==> config.mk <==
export PLATFORM = sky130hd
export DESIGN_NAME = am2911_seq_ctrl_flat
export DESIGN_NICKNAME = d
export VERILOG_FILES = /design/src/rtl/am2911_pkg.sv /design/src/rtl/am2911_seq_ctrl_if.sv /design/src/rtl/am2911_stack_tracker.sv /design/src/rtl/am2911_seq_ctrl.sv /design/src/flat_wrapper.sv
export SDC_FILE = /design/constraint.sdc
export NUM_CORES = 1
export LEC_CHECK = 0
export CORE_MARGIN = 1.5
export CORE_UTILIZATION = 41
export DETAILED_ROUTE_END_ITERATION = 12
export PLACE_DENSITY = 0.78
export SLEW_MARGIN = 10
export SYNTH_ARGS = -nofsm -noshare
export SYNTH_HDL_FRONTEND = slang
export SYNTH_HIERARCHICAL = 1
export SYNTH_SLANG_ARGS = --single-unit
==> constraint.sdc <==
create_clock -name clock -period 4.4 [get_ports clock]
set_input_delay 1.1 -clock clock [delete_from_list [all_inputs] [get_ports clock]]
set_output_delay 1.1 -clock clock [all_outputs]
set_load 0.02 [all_outputs]
==> src/rtl/am2911_pkg.sv <==
// Shared encodings for the Am2911 next-address controller: op codes, slice mux
// selects, controller states and the bundled slice control word.
package am2911_pkg;

  localparam logic [3:0] OP_CONT = 4'h0;
  localparam logic [3:0] OP_JMP  = 4'h1;
  localparam logic [3:0] OP_CJMP = 4'h2;
  localparam logic [3:0] OP_JSR  = 4'h3;
  localparam logic [3:0] OP_CJSR = 4'h4;
  localparam logic [3:0] OP_RTS  = 4'h5;
  localparam logic [3:0] OP_CRTS = 4'h6;
  localparam logic [3:0] OP_LDAR = 4'h7;
  localparam logic [3:0] OP_JAR  = 4'h8;
  localparam logic [3:0] OP_LOOP = 4'h9;
  localparam logic [3:0] OP_PUSH = 4'hA;
  localparam logic [3:0] OP_POP  = 4'hB;
  localparam logic [3:0] OP_HALT = 4'hC;

  typedef enum logic [1:0] {
    SEL_PC  = 2'b00,
    SEL_AR  = 2'b01,
    SEL_STK = 2'b10,
    SEL_D   = 2'b11
  } sel_e;

  typedef enum logic [1:0] {
    ST_RESET_HOLD,
    ST_RUN,
    ST_HALT,
    ST_FAULT
  } state_e;

  // zero, re and fe are active-low, exactly as the slices see them
  typedef struct packed {
    sel_e sel;
    logic zero;
    logic cin;
    logic re;
    logic fe;
    logic pup;
  } ctl_t;

  localparam ctl_t CTL_DEFAULT = '{sel: SEL_PC, zero: 1'b1, cin: 1'b1, re: 1'b1, fe: 1'b1, pup: 1'b0};
  localparam ctl_t CTL_HOLD    = '{sel: SEL_PC, zero: 1'b1, cin: 1'b0, re: 1'b1, fe: 1'b1, pup: 1'b0};
  localparam ctl_t CTL_PARK    = '{sel: SEL_PC, zero: 1'b0, cin: 1'b0, re: 1'b1, fe: 1'b1, pup: 1'b0};

endpackage

==> src/rtl/am2911_seq_ctrl_if.sv <==
// Pipeline-register fields in, shared slice control bundle out.
interface am2911_seq_ctrl_if #(
  parameter int NUM_COND = 7
);
  localparam int SEL_W = $clog2(NUM_COND + 1);

  logic [3:0]          op;
  logic [SEL_W-1:0]    cond_sel;
  logic                cond_pol;
  logic [NUM_COND-1:0] cond_i;
  logic                stall_i;
  logic                run_i;
  logic                fault_clr;

  logic s0;
  logic s1;
  logic zero;
  logic cin;
  logic re;
  logic fe;
  logic pup;

  modport master (
    output op, cond_sel, cond_pol, cond_i, stall_i, run_i, fault_clr,
    input  s0, s1, zero, cin, re, fe, pup
  );

  modport slave (
    input  op, cond_sel, cond_pol, cond_i, stall_i, run_i, fault_clr,
    output s0, s1, zero, cin, re, fe, pup
  );

endinterface

==> src/rtl/am2911_stack_tracker.sv <==
// Shadow of the 2911 stack file depth; flags pushes into a full file and pops
// from an empty one so the caller can suppress fe in the same cycle.
module am2911_stack_tracker #(
  parameter int STACK_DEPTH = 4
) (
  input  logic                               clock,
  input  logic                               reset_n,
  input  logic                               push,
  input  logic                               pop,
  input  logic                               clr,
  output logic                               suppress,
  output logic [$clog2(STACK_DEPTH+1)-1:0]   depth,
  output logic                               ovf,
  output logic                               unf
);

  localparam int DEPTH_W = $clog2(STACK_DEPTH + 1);

  logic full;
  logic empty;
  logic ovf_now;
  logic unf_now;

  assign full     = (depth == DEPTH_W'(STACK_DEPTH));
  assign empty    = (depth == '0);
  assign ovf_now  = push & full;
  assign unf_now  = pop & empty;
  assign suppress = ovf_now | unf_now;

  // NOTE: registered state uses non-blocking assignments so every flop samples pre-edge values.
  always_ff @(posedge clock or negedge reset_n) begin
    if (!reset_n) begin
      depth <= '0;
      ovf   <= 1'b0;
      unf   <= 1'b0;
    end else if (clr) begin
      depth <= '0;
      ovf   <= 1'b0;
      unf   <= 1'b0;
    end else begin
      if (push && !full) begin
        depth <= depth + DEPTH_W'(1);
      end else if (pop && !empty) begin
        depth <= depth - DEPTH_W'(1);
      end
      if (ovf_now) ovf <= 1'b1;
      if (unf_now) unf <= 1'b1;
    end
  end

endmodule

==> src/rtl/am2911_seq_ctrl.sv <==
// Next-address controller for cascaded Am2911 slices. Define SEQ_TRACE_EN to
// add the upc_count / fault_op trace outputs.
module am2911_seq_ctrl
  import am2911_pkg::*;
#(
  parameter int STACK_DEPTH       = 4,
  parameter int RESET_HOLD_CYCLES = 2,
  parameter int NUM_COND          = 7
) (
  input  logic                             clock,
  input  logic                             reset_n,
  am2911_seq_ctrl_if.slave                 bus,
  output logic [$clog2(STACK_DEPTH+1)-1:0] depth,
  output logic                             stack_ovf,
  output logic                             stack_unf,
  output logic                             halted
`ifdef SEQ_TRACE_EN
  ,
  output logic [15:0]                      upc_count,
  output logic [3:0]                       fault_op
`endif
);

  localparam int SEL_W  = $clog2(NUM_COND + 1);
  localparam int HOLD_W = $clog2(RESET_HOLD_CYCLES + 1);

  state_e state, state_nxt;
  logic [HOLD_W-1:0] hold_cnt;
  logic              hold_done;

  logic [2**SEL_W-1:0] cond_ext;
  logic                cond;

  ctl_t dec_ctl;
  ctl_t ctl;
  logic dec_push, dec_pop, dec_halt;
  logic active, push_req, pop_req, trk_clr, stk_fault;

  // Select values at or above NUM_COND read as constant true.
  assign cond_ext = {{(2**SEL_W - NUM_COND){1'b1}}, bus.cond_i};
  assign cond     = bus.cond_pol ^ cond_ext[bus.cond_sel];

  // NOTE: every always_comb output is given a default first, so no path can infer a latch.
  always_comb begin
    dec_ctl  = CTL_DEFAULT;
    dec_push = 1'b0;
    dec_pop  = 1'b0;
    dec_halt = 1'b0;
    case (bus.op)
      OP_CONT: ;
      OP_JMP:  dec_ctl.sel = SEL_D;
      OP_CJMP: dec_ctl.sel = cond ? SEL_D : SEL_PC;
      OP_JSR: begin
        dec_ctl.sel = SEL_D;
        dec_push    = 1'b1;
      end
      OP_CJSR: if (cond) begin
        dec_ctl.sel = SEL_D;
        dec_push    = 1'b1;
      end
      OP_RTS: begin
        dec_ctl.sel = SEL_STK;
        dec_pop     = 1'b1;
      end
      OP_CRTS: if (cond) begin
        dec_ctl.sel = SEL_STK;
        dec_pop     = 1'b1;
      end
      OP_LDAR: dec_ctl.re  = 1'b0;
      OP_JAR:  dec_ctl.sel = SEL_AR;
      OP_LOOP: dec_ctl.sel = cond ? SEL_PC : SEL_AR;
      OP_PUSH: dec_push = 1'b1;
      OP_POP:  dec_pop  = 1'b1;
      OP_HALT: begin
        dec_ctl  = CTL_HOLD;
        dec_halt = 1'b1;
      end
      default: ;
    endcase
    dec_ctl.fe  = ~(dec_push | dec_pop);
    dec_ctl.pup = dec_push;
  end

  // Stack requests only reach the tracker on a live, unstalled RUN cycle.
  assign active    = (state == ST_RUN) && !bus.stall_i;
  assign push_req  = active & dec_push;
  assign pop_req   = active & dec_pop;
  assign trk_clr   = (state == ST_FAULT) & bus.fault_clr;
  assign hold_done = (hold_cnt == HOLD_W'(RESET_HOLD_CYCLES - 1));

  am2911_stack_tracker #(
    .STACK_DEPTH (STACK_DEPTH)
  ) u_stack (
    .clock    (clock),
    .reset_n  (reset_n),
    .push     (push_req),
    .pop      (pop_req),
    .clr      (trk_clr),
    .suppress (stk_fault),
    .depth    (depth),
    .ovf      (stack_ovf),
    .unf      (stack_unf)
  );

  always_comb begin
    ctl       = CTL_DEFAULT;
    state_nxt = state;
    case (state)
      ST_RESET_HOLD: begin
        ctl = CTL_PARK;
        if (hold_done) state_nxt = ST_RUN;
      end
      ST_RUN: begin
        if (bus.stall_i) begin
          ctl = CTL_HOLD;
        end else begin
          ctl = dec_ctl;
          if (stk_fault) begin
            ctl.fe    = 1'b1;
            state_nxt = ST_FAULT;
          end else if (dec_halt) begin
            state_nxt = ST_HALT;
          end
        end
      end
      ST_HALT: begin
        ctl = CTL_HOLD;
        if (bus.run_i) state_nxt = ST_RUN;
      end
      ST_FAULT: begin
        ctl = CTL_PARK;
        if (bus.fault_clr) state_nxt = ST_RUN;
      end
      default: ;
    endcase
  end

  always_ff @(posedge clock or negedge reset_n) begin
    if (!reset_n) begin
      state    <= ST_RESET_HOLD;
      hold_cnt <= '0;
    end else begin
      state <= state_nxt;
      if (state == ST_RESET_HOLD && !hold_done) hold_cnt <= hold_cnt + HOLD_W'(1);
    end
  end

  assign bus.s1   = ctl.sel[1];
  assign bus.s0   = ctl.sel[0];
  assign bus.zero = ctl.zero;
  assign bus.cin  = ctl.cin;
  assign bus.re   = ctl.re;
  assign bus.fe   = ctl.fe;
  assign bus.pup  = ctl.pup;
  assign halted   = (state == ST_HALT);

`ifdef SEQ_TRACE_EN
  always_ff @(posedge clock or negedge reset_n) begin
    if (!reset_n) begin
      upc_count <= '0;
      fault_op  <= '0;
    end else begin
      if (active) upc_count <= upc_count + 16'd1;
      if (state == ST_RUN && state_nxt == ST_FAULT) fault_op <= bus.op;
    end
  end
`endif

endmodule

==> src/flat_wrapper.sv <==
// flat-port wrapper written by rule: the top's interface ports become plain ports
module am2911_seq_ctrl_flat import am2911_pkg::*;
#(
  parameter int STACK_DEPTH       = 4,
  parameter int RESET_HOLD_CYCLES = 2,
  parameter int NUM_COND          = 7
)
  (clock, reset_n, depth, stack_ovf, stack_unf, halted, bus_op, bus_cond_sel, bus_cond_pol, bus_cond_i, bus_stall_i, bus_run_i, bus_fault_clr, bus_s0, bus_s1, bus_zero, bus_cin, bus_re, bus_fe, bus_pup);
  am2911_seq_ctrl_if #(.NUM_COND(NUM_COND)) bus_i ();
  input  logic clock;
  input  logic reset_n;
  output logic [$clog2(STACK_DEPTH+1)-1:0] depth;
  output logic stack_ovf;
  output logic stack_unf;
  output logic halted;
  input wire logic [$bits(bus_i.op)-1:0] bus_op;
  input wire logic [$bits(bus_i.cond_sel)-1:0] bus_cond_sel;
  input wire logic [$bits(bus_i.cond_pol)-1:0] bus_cond_pol;
  input wire logic [$bits(bus_i.cond_i)-1:0] bus_cond_i;
  input wire logic [$bits(bus_i.stall_i)-1:0] bus_stall_i;
  input wire logic [$bits(bus_i.run_i)-1:0] bus_run_i;
  input wire logic [$bits(bus_i.fault_clr)-1:0] bus_fault_clr;
  output wire logic [$bits(bus_i.s0)-1:0] bus_s0;
  output wire logic [$bits(bus_i.s1)-1:0] bus_s1;
  output wire logic [$bits(bus_i.zero)-1:0] bus_zero;
  output wire logic [$bits(bus_i.cin)-1:0] bus_cin;
  output wire logic [$bits(bus_i.re)-1:0] bus_re;
  output wire logic [$bits(bus_i.fe)-1:0] bus_fe;
  output wire logic [$bits(bus_i.pup)-1:0] bus_pup;
  assign bus_i.op = bus_op;
  assign bus_i.cond_sel = bus_cond_sel;
  assign bus_i.cond_pol = bus_cond_pol;
  assign bus_i.cond_i = bus_cond_i;
  assign bus_i.stall_i = bus_stall_i;
  assign bus_i.run_i = bus_run_i;
  assign bus_i.fault_clr = bus_fault_clr;
  assign bus_s0 = bus_i.s0;
  assign bus_s1 = bus_i.s1;
  assign bus_zero = bus_i.zero;
  assign bus_cin = bus_i.cin;
  assign bus_re = bus_i.re;
  assign bus_fe = bus_i.fe;
  assign bus_pup = bus_i.pup;
  am2911_seq_ctrl #(.STACK_DEPTH(STACK_DEPTH), .RESET_HOLD_CYCLES(RESET_HOLD_CYCLES), .NUM_COND(NUM_COND)) u_core (.clock(clock), .reset_n(reset_n), .bus(bus_i), .depth(depth), .stack_ovf(stack_ovf), .stack_unf(stack_unf), .halted(halted));
endmodule
==> results of run 1 <==
[worst register-to-register path: cells and delay by family (launching register included)]
kind,cells,cell delay (ns)
compound gates,4,0.72
fa+ha+maj,2,0.50
simple gates,3,0.81
flops,1,0.40
buf+inv,2,0.31
[power by group through the flow]
stage	Combinational (mW)	Clock [mW]	Sequential (mW)
CTS	0.420	0.0648	0.164
finish	0.433	0.0625	0.166
detailed placement	0.418	0	0.165
floorplan	0.255	0	0.170
global route	0.474	0.0689	0.172
global placement	0.406	0	0.162
[worst min path at each step]
stage / slack, ns / cells past startpoint / startpoint / to
floorplan: 0.45 / 2 / u_core/hold_cnt[1] / u_core/hold_cnt[1]
global placement: 0.46 / 2 / u_core/hold_cnt[1] / u_core/hold_cnt[1]
detailed placement: 0.48 / 1 / u_core/hold_cnt[0] / u_core/hold_cnt[0]
CTS: 0.49 / 1 / u_core/hold_cnt[0] / u_core/hold_cnt[0]
global route: 0.51 / 2 / u_core/u_stack/ovf / u_core/u_stack/ovf
finish: 0.49 / 2 / u_core/hold_cnt[1] / u_core/hold_cnt[1]
[registers in the layout, indices dropped and copies added, names as in the netlist]
signal / cells
u_core/hold_cnt: 2
u_core/state: 2
u_core/u_stack/depth: 3
u_core/u_stack/ovf: 1
u_core/u_stack/unf: 1
[metal layers]
| layer | vias to the layer above | GRT usage (%) | share of wire (%) |
|---|---|---|---|
| met5 | - | 0 | 0 |
| met4 | 0 | 7.895 | 0.70 |
| met3 | 4 | 2.011 | 6.1 |
| met2 | 46 | 36.29 | 51 |
| met1 | 538 | 24.96 | 42 |
| li1 | 555 | - | - |
[placed cells by master (no fill, tap or decap), types with 2 or more instances in the layout]
cell | netlist | final
nand3_1 | 4 | 3
ha_1 | 5 | 5
dfrtp_1 | 9 | 9
xnor2_1 | 2 | 2
buf_4 | 1 | 20
nor4_1 | 5 | 5
or2_2 | 2 | 2
clkbuf_4 | 0 | 3
nor3_1 | 4 | 3
mux2_4 | 1 | 2
inv_1 | 12 | 12
o21ai_0 | 8 | 7
mux2i_4 | 0 | 2
a2111oi_2 | 2 | 2
dlygate4sd2_1 | 0 | 2
a211oi_1 | 2 | 2
o21ai_1 | 1 | 2
a21oi_1 | 2 | 2
o211ai_1 | 2 | 2
a31oi_1 | 5 | 5
nand2b_1 | 6 | 6
clkdlybuf4s50_1 | 0 | 22
nand2_1 | 3 | 3
and3_1 | 2 | 2
dlymetal6s2s_1 | 0 | 6
nor2_1 | 10 | 10
buf_6 | 0 | 2
[layout make-up]
class,instances,area share (%)
Clock buffer,4,1.654
Multi-Input combinational cell,94,48.27
Inverter,12,2.835
Timing Repair Buffer,53,30.87
Sequential cell,9,14.17
Tap cell,28,2.205
[cell families (layout without fill, tap and decap cells)]
kind of cell / Yosys count / in the layout / share of synthesized area [%]
AOI/OAI and AO/OA: 35 / 35 / 27.60
xor gates and xnor gates: 2 / 2 / 1.772
adders and majority gates: 6 / 6 / 8.355
DFF: 9 / 9 / 22.79
muxes: 5 / 5 / 5.696
buffers and inverters: 18 / 69 / 7.215
and+or+nand+nor: 46 / 46 / 26.59
[through the flow]
step	power, mW	std cells	hold WS, ns
after floorplan	0.4250	121	0.4498
after global placement	0.5686	195	0.4631
after detailed placement	0.5836	195	0.4772
after CTS	0.6492	199	0.4913
after global routing	0.7147	200	0.5119
final	0.6617	200	0.4888
[what timing repair did]
action,in CTS,in global routing
hold buffers,0,0
gates resized for setup,13,20
pin swaps,0,8
gates cloned,0,0
endpoints found under the setup margin,4,2
setup buffers,0,1
==> impl_results.md, run 1 <==
- Layout cells sized above 1: 26.16%
- Worst reg-to-reg path cell count: 11
- First-pass GRT wire length: 4.271 mm
- Crit Path Class: in -> out
- Largest cells by area after synthesis: dfrtp_1, ha_1, inv_1
- Min Tclk post-route: 4.223 ns
- Crit path max fanout: 2
- Max stage delay on crit path: 0.51 ns
- Reg-to-reg startpoint: u_core/state[1]
- Critical path launch point: bus_cond_i[6]
- CTS tree: built
- Die width: 52.10 um
- Register area: 225.2 sq um
- Asr flop ratio synth: 100.0%
- Final Hold Viols: 0
- Area growth from synthesis to layout: 60.76%
- Area after DPL: 1468 sq um
- Post-synthesis cell count: 121
- Final Max Tran Viols: 0
- Die area: 2714 sq um
- RSZ-0062 raised after global routing: no
- Antenna diodes: 0
- Seq pwr share: 25.1%
- Detailed Routing Iterations Pass 1: 4
- Pre-CTS setup slack: -0.6848 ns
- Setup crit end kind: output pin
- Psw: 0.2949 mW
- Worst slew pin tran: 0.3806 ns
- Yosys top cell area share: 22.78%
- Distinct cells, synth: 47
- Setup TNS: 0 ns
- Setup violators final: 0
- Core area: 2255 sq um
- GRT Total Usage: 20.40%
- Critical path, cell by cell: clkdlybuf4s50_1 > mux2i_4 > o22a_1 > nand3_2 > nand3_4 > o41ai_4 > mux2i_1 > nor3_2 > a211o_1 > buf_6
- Clock Sinks: 9
- Cell Rows: 17
- Number of flops mapped to enable cells by yosys: 0
- Vias/cell: 5.715
- Delay-heaviest family, CP: compound AO/OA/AOI/OAI gates
- Switching part of the total: 44.57%
- CTS Root Cell: clkbuf_4
- Hold Crit Class: reg -> reg
- CP startpoint kind: input pin
- GRT overflow: 0
- Largest net degree at the start of global routing: 14
- HPWL after detailed placement: 2.021 mm
- Clk_skew: 0.002990 ns
- I/O pins: 33
- Maximum vdd drop: 0.3197 mV
- Leakage power: 0.7328 nW
- # H-tree levels: 1
- Worst Path Arrival: 3.12 ns
- Maxcap violations: 0
- 1st-iter DRT viols: 21
- Vias in the first global route: 1067
- Most frequent cell after synthesis: inv_1
- Initial antenna violation count: 0
- Placer Congestion: 0.8651
- Slowest stage cell, crit path: clkdlybuf4s50_1
- R2R Path End: u_core/u_stack/depth[2]
- Logic pwr share: 65.5%
- Area occupied by multi-input gates: 767.0 sq um
- Routed len/inst: 13.61 um
- Status: completed
- Drt total wl: 2.721 mm
- Yosys reg bits: 9
- Antenna Violating Nets Remaining: 0
- Worst Setup Slack, final: 0.1772 ns
- Fin util: 70.48%
- Slew Limit Headroom: 74.55%
- Most common flop cell mapped by yosys: dfrtp_1
- Synth warn: 6
- Num CTS Buffers: 3
- Fill cells: 174
- Max Freq: 236.8 MHz
- PD cells: 416.4 nW/um^2
- CP Capture Point: bus_fe
- Max Root-Sink Buffers: 2
- Most area-hungry cell type in the Yosys netlist: dfrtp_1
- Clock network power share: 9.4%
- Clock Latency Late Sink: 0.26 ns
- Clk pin slew, worst setup/hold paths: 0.06 ns
- NumNets Final: 199
- Design area: 1589 sq um
- # port buffers: 32
- Seq/Total Area, Yosys: 22.78%
- Drt drc: 0
- Mapped cell area: 988.4 sq um
- Reg2reg setup slack: 1.56 ns
- Synth top cells by count: inv_1, nor2_1, dfrtp_1, o21ai_0, nand2b_1
- Syn Area/Cell: 8.169 sq um
- Initial Util: 43.84%
- Post-Syn Nets: 147
- Die Span Y: 52.10 um
- Fin crit share: 95.97%
- Pint: 0.3668 mW
- Critical path depth: 10
- Crit path buf inv count: 2
- Detailed-route via count: 1143
- CP required: 3.30 ns
No activity file was read; power rests on OpenSTA's default activity.
==> run 2: changes to the inputs <==
- MAX_ROUTING_LAYER: not set -> met4
- PLACE_DENSITY: 0.78 -> 0.76
==> impl_results.md, run 2 (synthesis gave the netlist of run 1 again) <==
- Drt total wl: 2.713 mm (was 2.721 mm)
- Initial Util: 43.84% (unchanged)
- Layout cells sized above 1: 25.58% (was 26.16%)
- Antenna Violating Nets Remaining: 0 (unchanged)
- I/O pins: 33 (unchanged)
- Delay-heaviest family, CP: compound AO/OA/AOI/OAI gates (unchanged)
- Clock Latency Late Sink: 0.26 ns (about the same)
- Fin util: 69.64% (was 70.48%)
- Clk_skew: 0.002609 ns (was 0.002990 ns)
- Hold Buf Count CTS: 0 (unchanged)
- Clock Sinks: 9 (unchanged)
- GR Util met1: 25.66% (was 24.96%)
- Antenna diodes: 0 (unchanged)
- First-pass GRT wire length: 4.284 mm (was 4.271 mm)
- Crit path buf inv count: 2 (unchanged)
- Min Tclk post-route: 4.227 ns (was 4.223 ns)
- Detailed Routing Iterations Pass 1: 4 (unchanged)
- Status: completed (unchanged)
- Setup violators final: 0 (unchanged)
- Routed len/inst: 13.57 um (was 13.61 um)
- Final Max Tran Viols: 0 (unchanged)
- Grt peak-use layer: met2 (unchanged)
- Met2 usage: 37.13% (was 36.29%)
- Slew Limit Headroom: 73.50% (was 74.55%)
- Setup crit end kind: output pin (unchanged)
- GRT Total Usage: 21.00% (was 20.40%)
- CTS Root Cell: clkbuf_4 (unchanged)
- Max Root-Sink Buffers: 2 (unchanged)
- Fin crit share: 96.08% (was 95.97%)
- Die Span Y: 52.10 um (unchanged)
- Maxcap violations: 0 (unchanged)
- HPWL after detailed placement: 1.995 mm (was 2.021 mm)
- CTS tree: built (unchanged)
- Final Hold Viols: 0 (unchanged)
- Max reg flops: 3 (unchanged)
- Drt drc: 0 (unchanged)
- Worst Setup Slack, final: 0.1727 ns (was 0.1772 ns)
- Top Registers: u_core/u_stack/depth: 3 flops, u_core/hold_cnt: 2 flops, u_core/state: 2 flops (unchanged)
- Clk pin slew, worst setup/hold paths: 0.05 ns (was 0.06 ns)
- Area growth from synthesis to layout: 58.86% (was 60.76%)
- Grt met3 use: 0.8621% (was 2.011%)
- Pre-CTS setup slack: -0.7348 ns (was -0.6848 ns)
- Die width: 52.10 um (unchanged)
- Vias in the first global route: 1049 (was 1067)
- RSZ-0062 raised after global routing: no (unchanged)
- Detailed-route via count: 1085 (was 1143)
- Slowest stage cell, crit path: clkdlybuf4s50_1 (unchanged)
- Worst Path Arrival: 3.13 ns (was 3.12 ns)
- Post-route total power: 0.6618 mW (was 0.6617 mW)
- Max Freq: 236.6 MHz (was 236.8 MHz)
- Maximum vdd drop: 0.2810 mV (was 0.3197 mV)
- NumNets Final: 199 (unchanged)
- Core area: 2255 sq um (unchanged)
- CP startpoint kind: input pin (unchanged)
- Fin cells: 200 (unchanged)
- Inst Count DP: 193 (was 195)
- Cell Rows: 17 (unchanged)
- Max stage delay on crit path: 0.41 ns (was 0.51 ns)
- Crit Path Class: in -> out (unchanged)
- Die area: 2714 sq um (unchanged)
- PD cells: 421.4 nW/um^2 (was 416.4 nW/um^2)
- Largest net degree at the start of global routing: 14 (unchanged)
- # port buffers: 32 (unchanged)
- Vias/cell: 5.425 (was 5.715)
- Worst slew pin tran: 0.3963 ns (was 0.3806 ns)
- # H-tree levels: 1 (unchanged)
- Largest reg by FF count: u_core/u_stack/depth (unchanged)
- Leakage power: 0.7296 nW (was 0.7328 nW)
- Placer Congestion: 0.9078 (was 0.8651)
- Hold Crit Class: reg -> reg (unchanged)
- Initial antenna violation count: 0 (unchanged)
- Critical path, cell by cell: clkdlybuf4s50_1 > mux2i_2 > o22ai_2 > o21ai_4 > nand3_4 > o41ai_4 > mux2i_1 > nor3_2 > a211o_1 > buf_6 (was clkdlybuf4s50_1 > mux2i_4 > o22a_1 > nand3_2 > nand3_4 > o41ai_4 > mux2i_1 > nor3_2 > a211o_1 > buf_6)
- 1st-iter DRT viols: 18 (was 21)
- GRT overflow: 0 (unchanged)
- Num CTS Buffers: 3 (unchanged)
- Crit path max fanout: 2 (unchanged)
- CP required: 3.30 ns (about the same)
- Commonest non-fill, non-tap cell in the layout: clkdlybuf4s50_1 (unchanged)
- Most frequent cells in the layout: clkdlybuf4s50_1, buf_4, inv_1 (unchanged)
==> run 2: final timing paths <==
| check | start | endpoint | slack (ns) | cells after the start |
|---|---|---|---|---|
| worst max-delay path | bus_cond_i[4] | bus_fe | 0.17 | 10 |
| worst min-delay path | u_core/hold_cnt[0] | u_core/hold_cnt[0] | 0.48 | 1 |
| worst max register to register | u_core/state[1] | u_core/u_stack/depth[2] | 1.56 | 11 |
| worst min register to register | u_core/hold_cnt[0] | u_core/hold_cnt[0] | 0.48 | 1 |
| max in group asynchronous | reset_n | u_core/hold_cnt[1] | 2.99 | 1 |
| min in group asynchronous | reset_n | u_core/u_stack/depth[2] | 1.13 | 1 |
==> run 2: timing repair <==
| action | in CTS | in global routing |
|---|---|---|
| pin swaps | 0 | 9 |
| setup endpoints to repair | 4 | 3 |
| resized for setup | 14 | 13 |
| buffers inserted | 0 | 3 |
==> run 2: through the flow <==
step | area [sq um] | hold WS (ns) | TNS (ns)
2_1_floorplan | 988.4 | 0.4498 | 0
3_3_place_gp | 1453 | 0.4621 | -1.043
3_5_place_dp | 1453 | 0.4781 | -1.248
4_1_cts | 1499 | 0.4888 | -0.05246
5_1_grt | 1570 | 0.5113 | 0
6_report | 1570 | 0.4803 | 0
==> run 2: layer usage <==
metal	up-vias	wire length, um
met5	-	0
met4	0	21
met3	3	95
met2	33	1371
met1	502	1224
li1	547	-
==> run 2: layout make-up <==
class | count | area (sq um)
Clock buffer | 4 | 26.28
Fill cell | 205 | 684.4
Inverter | 12 | 45.04
Multi-Input combinational cell | 94 | 745.7
Sequential cell | 9 | 225.2
Tap cell | 28 | 35.03
Timing Repair Buffer | 53 | 493.0
==> run 2: power by group <==
| part | internal [mW] | switching (mW) | total, mW |
|---|---|---|---|
| combinational | 0.213 | 0.221 | 0.433 |
| sequential | 0.120 | 0.0467 | 0.166 |
| clock | 0.0348 | 0.0272 | 0.0621 |
| total | 0.367 | 0.295 | 0.662 |
